`src/rtl/regfile_pkg.sv`:
```
// rtl/regfile_pkg.sv - register file geometry shared by the regfile, issue and write-back logic
package regfile_pkg;
    localparam int DATA_W = 32;
    localparam int ADDR_W = 5;
    localparam int NREG   = 1 << ADDR_W;

    localparam logic [ADDR_W-1:0] REG_ZERO = '0;

    typedef enum logic [1:0] {
        GNT_NONE = 2'd0,
        GNT_S0   = 2'd1,
        GNT_S1   = 2'd2
    } wb_grant_e;

    typedef struct packed {
        logic [ADDR_W-1:0] addr;
        logic [DATA_W-1:0] data;
    } wb_req_t;
endpackage

```
`src/rtl/wb_scoreboard.sv`:
```
// rtl/wb_scoreboard.sv - pending-write scoreboard for long-latency destinations
module wb_scoreboard
    import regfile_pkg::*;
(
    input  logic              clk,
    input  logic              resetn,
    input  logic              alloc_valid,
    input  logic [ADDR_W-1:0] alloc_addr,
    input  logic              clr_valid,
    input  logic [ADDR_W-1:0] clr_addr,
    output logic [NREG-1:0]   busy,
    output logic              sb_err
);
    logic [NREG-1:0] busy_q, busy_d;
    logic            sb_err_q, sb_err_d;
    logic            same_clr;

    assign same_clr = clr_valid && (clr_addr == alloc_addr);

    // Clear first, then set, so a same-cycle alloc of the retiring register keeps it busy.
    always_comb begin
        busy_d = busy_q;
        if (clr_valid)
            busy_d[clr_addr] = 1'b0;
        if (alloc_valid && (alloc_addr != REG_ZERO))
            busy_d[alloc_addr] = 1'b1;
        busy_d[0] = 1'b0;
        sb_err_d = alloc_valid && busy_q[alloc_addr] && !same_clr;
    end

    always_ff @(posedge clk) begin
        if (!resetn) begin
            busy_q   <= '0;
            sb_err_q <= 1'b0;
        end else begin
            busy_q   <= busy_d;
            sb_err_q <= sb_err_d;
        end
    end

    assign busy   = busy_q;
    assign sb_err = sb_err_q;
endmodule

```
`src/rtl/regfile_wb_arbiter.sv`:
```
// rtl/regfile_wb_arbiter.sv - arbitrates the single regfile write port between commit and long-latency write-back
module regfile_wb_arbiter
    import regfile_pkg::*;
#(
    parameter int STARVE_LIMIT = 4
) (
    input  logic              clk,
    input  logic              resetn,
    input  logic              s0_valid,
    output logic              s0_ready,
    input  logic [ADDR_W-1:0] s0_addr,
    input  logic [DATA_W-1:0] s0_data,
    input  logic              s1_valid,
    output logic              s1_ready,
    input  logic [ADDR_W-1:0] s1_addr,
    input  logic [DATA_W-1:0] s1_data,
    input  logic              alloc_valid,
    input  logic [ADDR_W-1:0] alloc_addr,
    output logic [NREG-1:0]   busy,
    output logic              sb_err,
    output logic              rf_wen,
    output logic [ADDR_W-1:0] rf_waddr,
    output logic [DATA_W-1:0] rf_wdata
);
    localparam int CNT_W = $clog2(STARVE_LIMIT + 1);
    localparam logic [CNT_W-1:0] STARVE_MAX = CNT_W'(STARVE_LIMIT);

    wb_grant_e        grant;
    wb_req_t          win;
    logic             wr_en;
    logic [CNT_W-1:0] starve_q, starve_d;
    logic             rf_wen_q;
    wb_req_t          rf_q;

    // Commit normally wins; s1 only takes the port once it has lost STARVE_LIMIT times running.
    always_comb begin
        grant = GNT_NONE;
        if (resetn) begin
            if (s1_valid && (!s0_valid || (starve_q == STARVE_MAX)))
                grant = GNT_S1;
            else if (s0_valid)
                grant = GNT_S0;
        end
    end

    assign s0_ready = (grant == GNT_S0);
    assign s1_ready = (grant == GNT_S1);

    always_comb begin
        starve_d = '0;
        if (s1_valid && !s1_ready)
            starve_d = (starve_q == STARVE_MAX) ? STARVE_MAX : starve_q + 1'b1;
    end

    always_comb begin
        win = '{addr: s0_addr, data: s0_data};
        if (grant == GNT_S1)
            win = '{addr: s1_addr, data: s1_data};
    end

    // Writes to r0 are handshaken but never reach the register file.
    assign wr_en = (grant != GNT_NONE) && (win.addr != REG_ZERO);

    always_ff @(posedge clk) begin
        if (!resetn) begin
            starve_q <= '0;
            rf_wen_q <= 1'b0;
            rf_q     <= '0;
        end else begin
            starve_q <= starve_d;
            rf_wen_q <= wr_en;
            if (wr_en)
                rf_q <= win;
        end
    end

    assign rf_wen   = rf_wen_q;
    assign rf_waddr = rf_q.addr;
    assign rf_wdata = rf_q.data;

    wb_scoreboard u_scoreboard (
        .clk         (clk),
        .resetn      (resetn),
        .alloc_valid (alloc_valid),
        .alloc_addr  (alloc_addr),
        .clr_valid   (s1_ready),
        .clr_addr    (s1_addr),
        .busy        (busy),
        .sb_err      (sb_err)
    );
endmodule
```
`config.mk`:
```
export PLATFORM = sky130hd
export DESIGN_NAME = regfile_wb_arbiter
export DESIGN_NICKNAME = d
export VERILOG_FILES = /design/src/rtl/regfile_pkg.sv /design/src/rtl/wb_scoreboard.sv /design/src/rtl/regfile_wb_arbiter.sv
export SDC_FILE = /design/constraint.sdc
export NUM_CORES = 1
export LEC_CHECK = 0
export BUFFER_PORTS_ARGS = -buffer_cell sky130_fd_sc_hd__buf_2
export CAP_MARGIN = 25
export CELL_PAD_IN_SITES_DETAIL_PLACEMENT = 0
export CELL_PAD_IN_SITES_GLOBAL_PLACEMENT = 1
export CORE_ASPECT_RATIO = 1.25
export CORE_UTILIZATION = 38
export DETAILED_ROUTE_END_ITERATION = 7
export MAX_ROUTING_LAYER = met4
export PLACE_DENSITY = 0.85
export SYNTH_ARGS = -nofsm -noshare
export SYNTH_HDL_FRONTEND = slang
export SYNTH_SLANG_ARGS = --single-unit
```
`constraint.sdc`:
```
create_clock -name clk -period 3.7 [get_ports clk]
set_input_delay 0.74 -clock clk [delete_from_list [all_inputs] [get_ports clk]]
set_output_delay 0.74 -clock clk [all_outputs]
set_load 0.01 [all_outputs]
```
==> reports/results.ini <==
[status]
status=completed

[timing]
setup-tns-final_ps=0
fmax_ghz=0.368
rsz0062_at_grt=no
slew_headroom=0.490
hold_violations=0
fin_skew_ps=7.45
tightest_slew_ps=764
fin_crit_ps=2720
fin_crit_sh=0.734
drv_slew=0
setup_viol=0

[yosys]
ys_warn_count=0
synth_edf_count=0
synth_top_area_cell=dfxtp_1
ys_types=44
synth_ff_type=dfxtp_1
syn-num-nets=594
ys_seq_elements=73
syn_area_per_cell_sq_um=8.09
synth-seq-area-share=0.356
syn_inst=508
synthTopCellsByArea=dfxtp_1 (36%), a2111o_1 (9.0%), a21oi_1 (8.3%)
synth_top_area_frac=0.356
syn_area_sq_um=4110
synth-async-reset-ratio=0

[setup_path]
endpoint_kind=output port
cp-start-kind=flop
required_ps=2960
path_class=flop to output port
worst-path-max-fanout=11
arrival_ps=1980

[die]
die_h_um=118
core_area_sq_um=10600
ios=157
die-area_sq_um=11200
die_w_um=95.0
rows=42
start_util=0.389

[drt]
post_drt_wl_per_cell_um=18.2
ant_nets=0
drt-vias-per-instance=5.97
drc=0
wl_mm=13.9
dr.pass1.iters=5
vias=4556
drt_iter0_markers=248

[clock_tree]
htree_num_levels=3
path_clk_slew_ps=50
postCtsSetupBuffers=0
cts_tree=yes
worstSkewPairLatency_ps=340
cts_sinks=73
cts-resized-gates=0
clk_path_buf_depth=2
postCtsHoldBufs=0
clock-root-buffer=clkbuf_16
numCtsBuffers=9

[grt]
antenna_found_initial=0
track_usage=0.263
grt_pass1_vias=4360
grt_pass1_wl_mm=22.3
overflow=0
grt_max_degree=55

[worst_hold_path]
holdCritPathClass=flop to flop

[power]
ir_drop_v=0.000248
p_leak_nw=2.13
finalPower_mw=1.93
power_density_nw_per_um2=370

[job]
maxCapViolations=0

[cells_and_area]
drive_gt1_frac=0.314
finalNetCount=715
n_antenna_cell=0
fin_util=0.493
areaGrowthSynthToFinish_pct=26.7
finalNonFillerCells=763

[place]
io_buffers=155
hpwl_mm=9.63
place_congestion=0.853
dp_cells=750

-- power breakdown --
| part | internal (mW) | switching, mW | leakage (nW) | total [mW] |
|---|---|---|---|---|
| Combinational | 0.130 | 0.187 | 1.42 | 0.317 |
| Clock | 0.460 | 0.317 | 0.124 | 0.777 |
| Sequential | 0.818 | 0.0170 | 0.595 | 0.835 |
-- worst paths after layout --
check / from / end / slack [ps] / cells past startpoint
worst max-delay path: starve_q[0] / s1_ready / 980 / 6
worst min-delay path: starve_q[0] / starve_q[0] / 460 / 1
worst max register to register: starve_q[0] / rf_waddr[3] / 1330 / 7
worst min register to register: starve_q[0] / starve_q[0] / 460 / 1
-- final cells by class --
class | instances | area (sq um)
fillers | 1066 | 5360
inverters | 7 | 26.3
repair buffers | 170 | 913
multi-input cells | 368 | 2390
clock inverters | 1 | 5.00
flip-flops and latches | 73 | 1460
clock buffers | 12 | 246
well taps | 132 | 165
-- state kept, by name (all words and copies together), names as in the netlist --
signal,count
u_scoreboard.busy,31
u_scoreboard.sb_err,1
rf_wdata,32
rf_wen,1
rf_waddr,5
starve_q,3
-- logic make-up after synthesis --
logic type / after synthesis / synth area share
simple gates: 124 / 0.155
fa+ha+maj: 2 / 0.00609
xor+xnor: 5 / 0.0107
buf+inv: 67 / 0.0682
compound gates: 225 / 0.362
mux: 11 / 0.0405
other cells: 1 / 0.000913
flops: 73 / 0.356
-- synthesized netlist by cell type, drive strengths merged (3+ instances only) --
library cell	instances
nor3	5
a21oi	68
mux4	4
o21a	3
nor2	10
nand4	3
nand3	47
inv	7
mux2	5
a2111o	33
o21ai	68
a31oi	3
o31ai	35
xnor2	5
o31a	4
buf	21
clkbuf	39
and2	3
or3	4
nand2b	4
dfxtp	73
nand2	32
nor2b	6
a211oi	3
and3	3
-- through the flow --
stage          cell area, sq um  setup WS [ps]  hold slack [ps]
2_1_floorplan              4110           1420              429
3_3_place_gp               4930           1110              442
3_5_place_dp               4950           1060              454
4_1_cts                    5210            968              461
5_1_grt                    5210            865              483
6_report                   5210            984              464
-- cells in the final DEF (no fill, tap or decap), drive strengths merged, types with 2 or more instances in the layout --
cell type  instances
nand3             47
or3                4
a31oi              3
o21a               3
o31a               4
mux4               4
nand4              3
nand2             32
nor2b              6
ha                 2
clkbuf            12
and3               3
buf              170
mux2               5
nand3b             2
mux2i              2
xnor2              5
nor2              10
o21ai             68
dfxtp             73
and2               3
nor3               5
inv                7
a2111o            33
o221ai             2
a211oi             3
nand2b             4
or4                2
o31ai             35
a21oi             68
-- metal layers --
metal | track usage | vias up | share of wire
met5 | - | - | 0
met4 | 0.105 | 0 | 0.027
met3 | 0.0598 | 33 | 0.079
met2 | 0.422 | 198 | 0.48
met1 | 0.314 | 2160 | 0.41
li1 | - | 2165 | -
-- worst max-delay path, cell delays in order, from the launching register on --
cell and delay, ps:
dfxtp_1 360, inv_1 50, ha_1 270, a21boi_2 460, buf_4 260, nor2_1 70
buf_2 170
No activity file was read; power rests on OpenSTA's default activity.
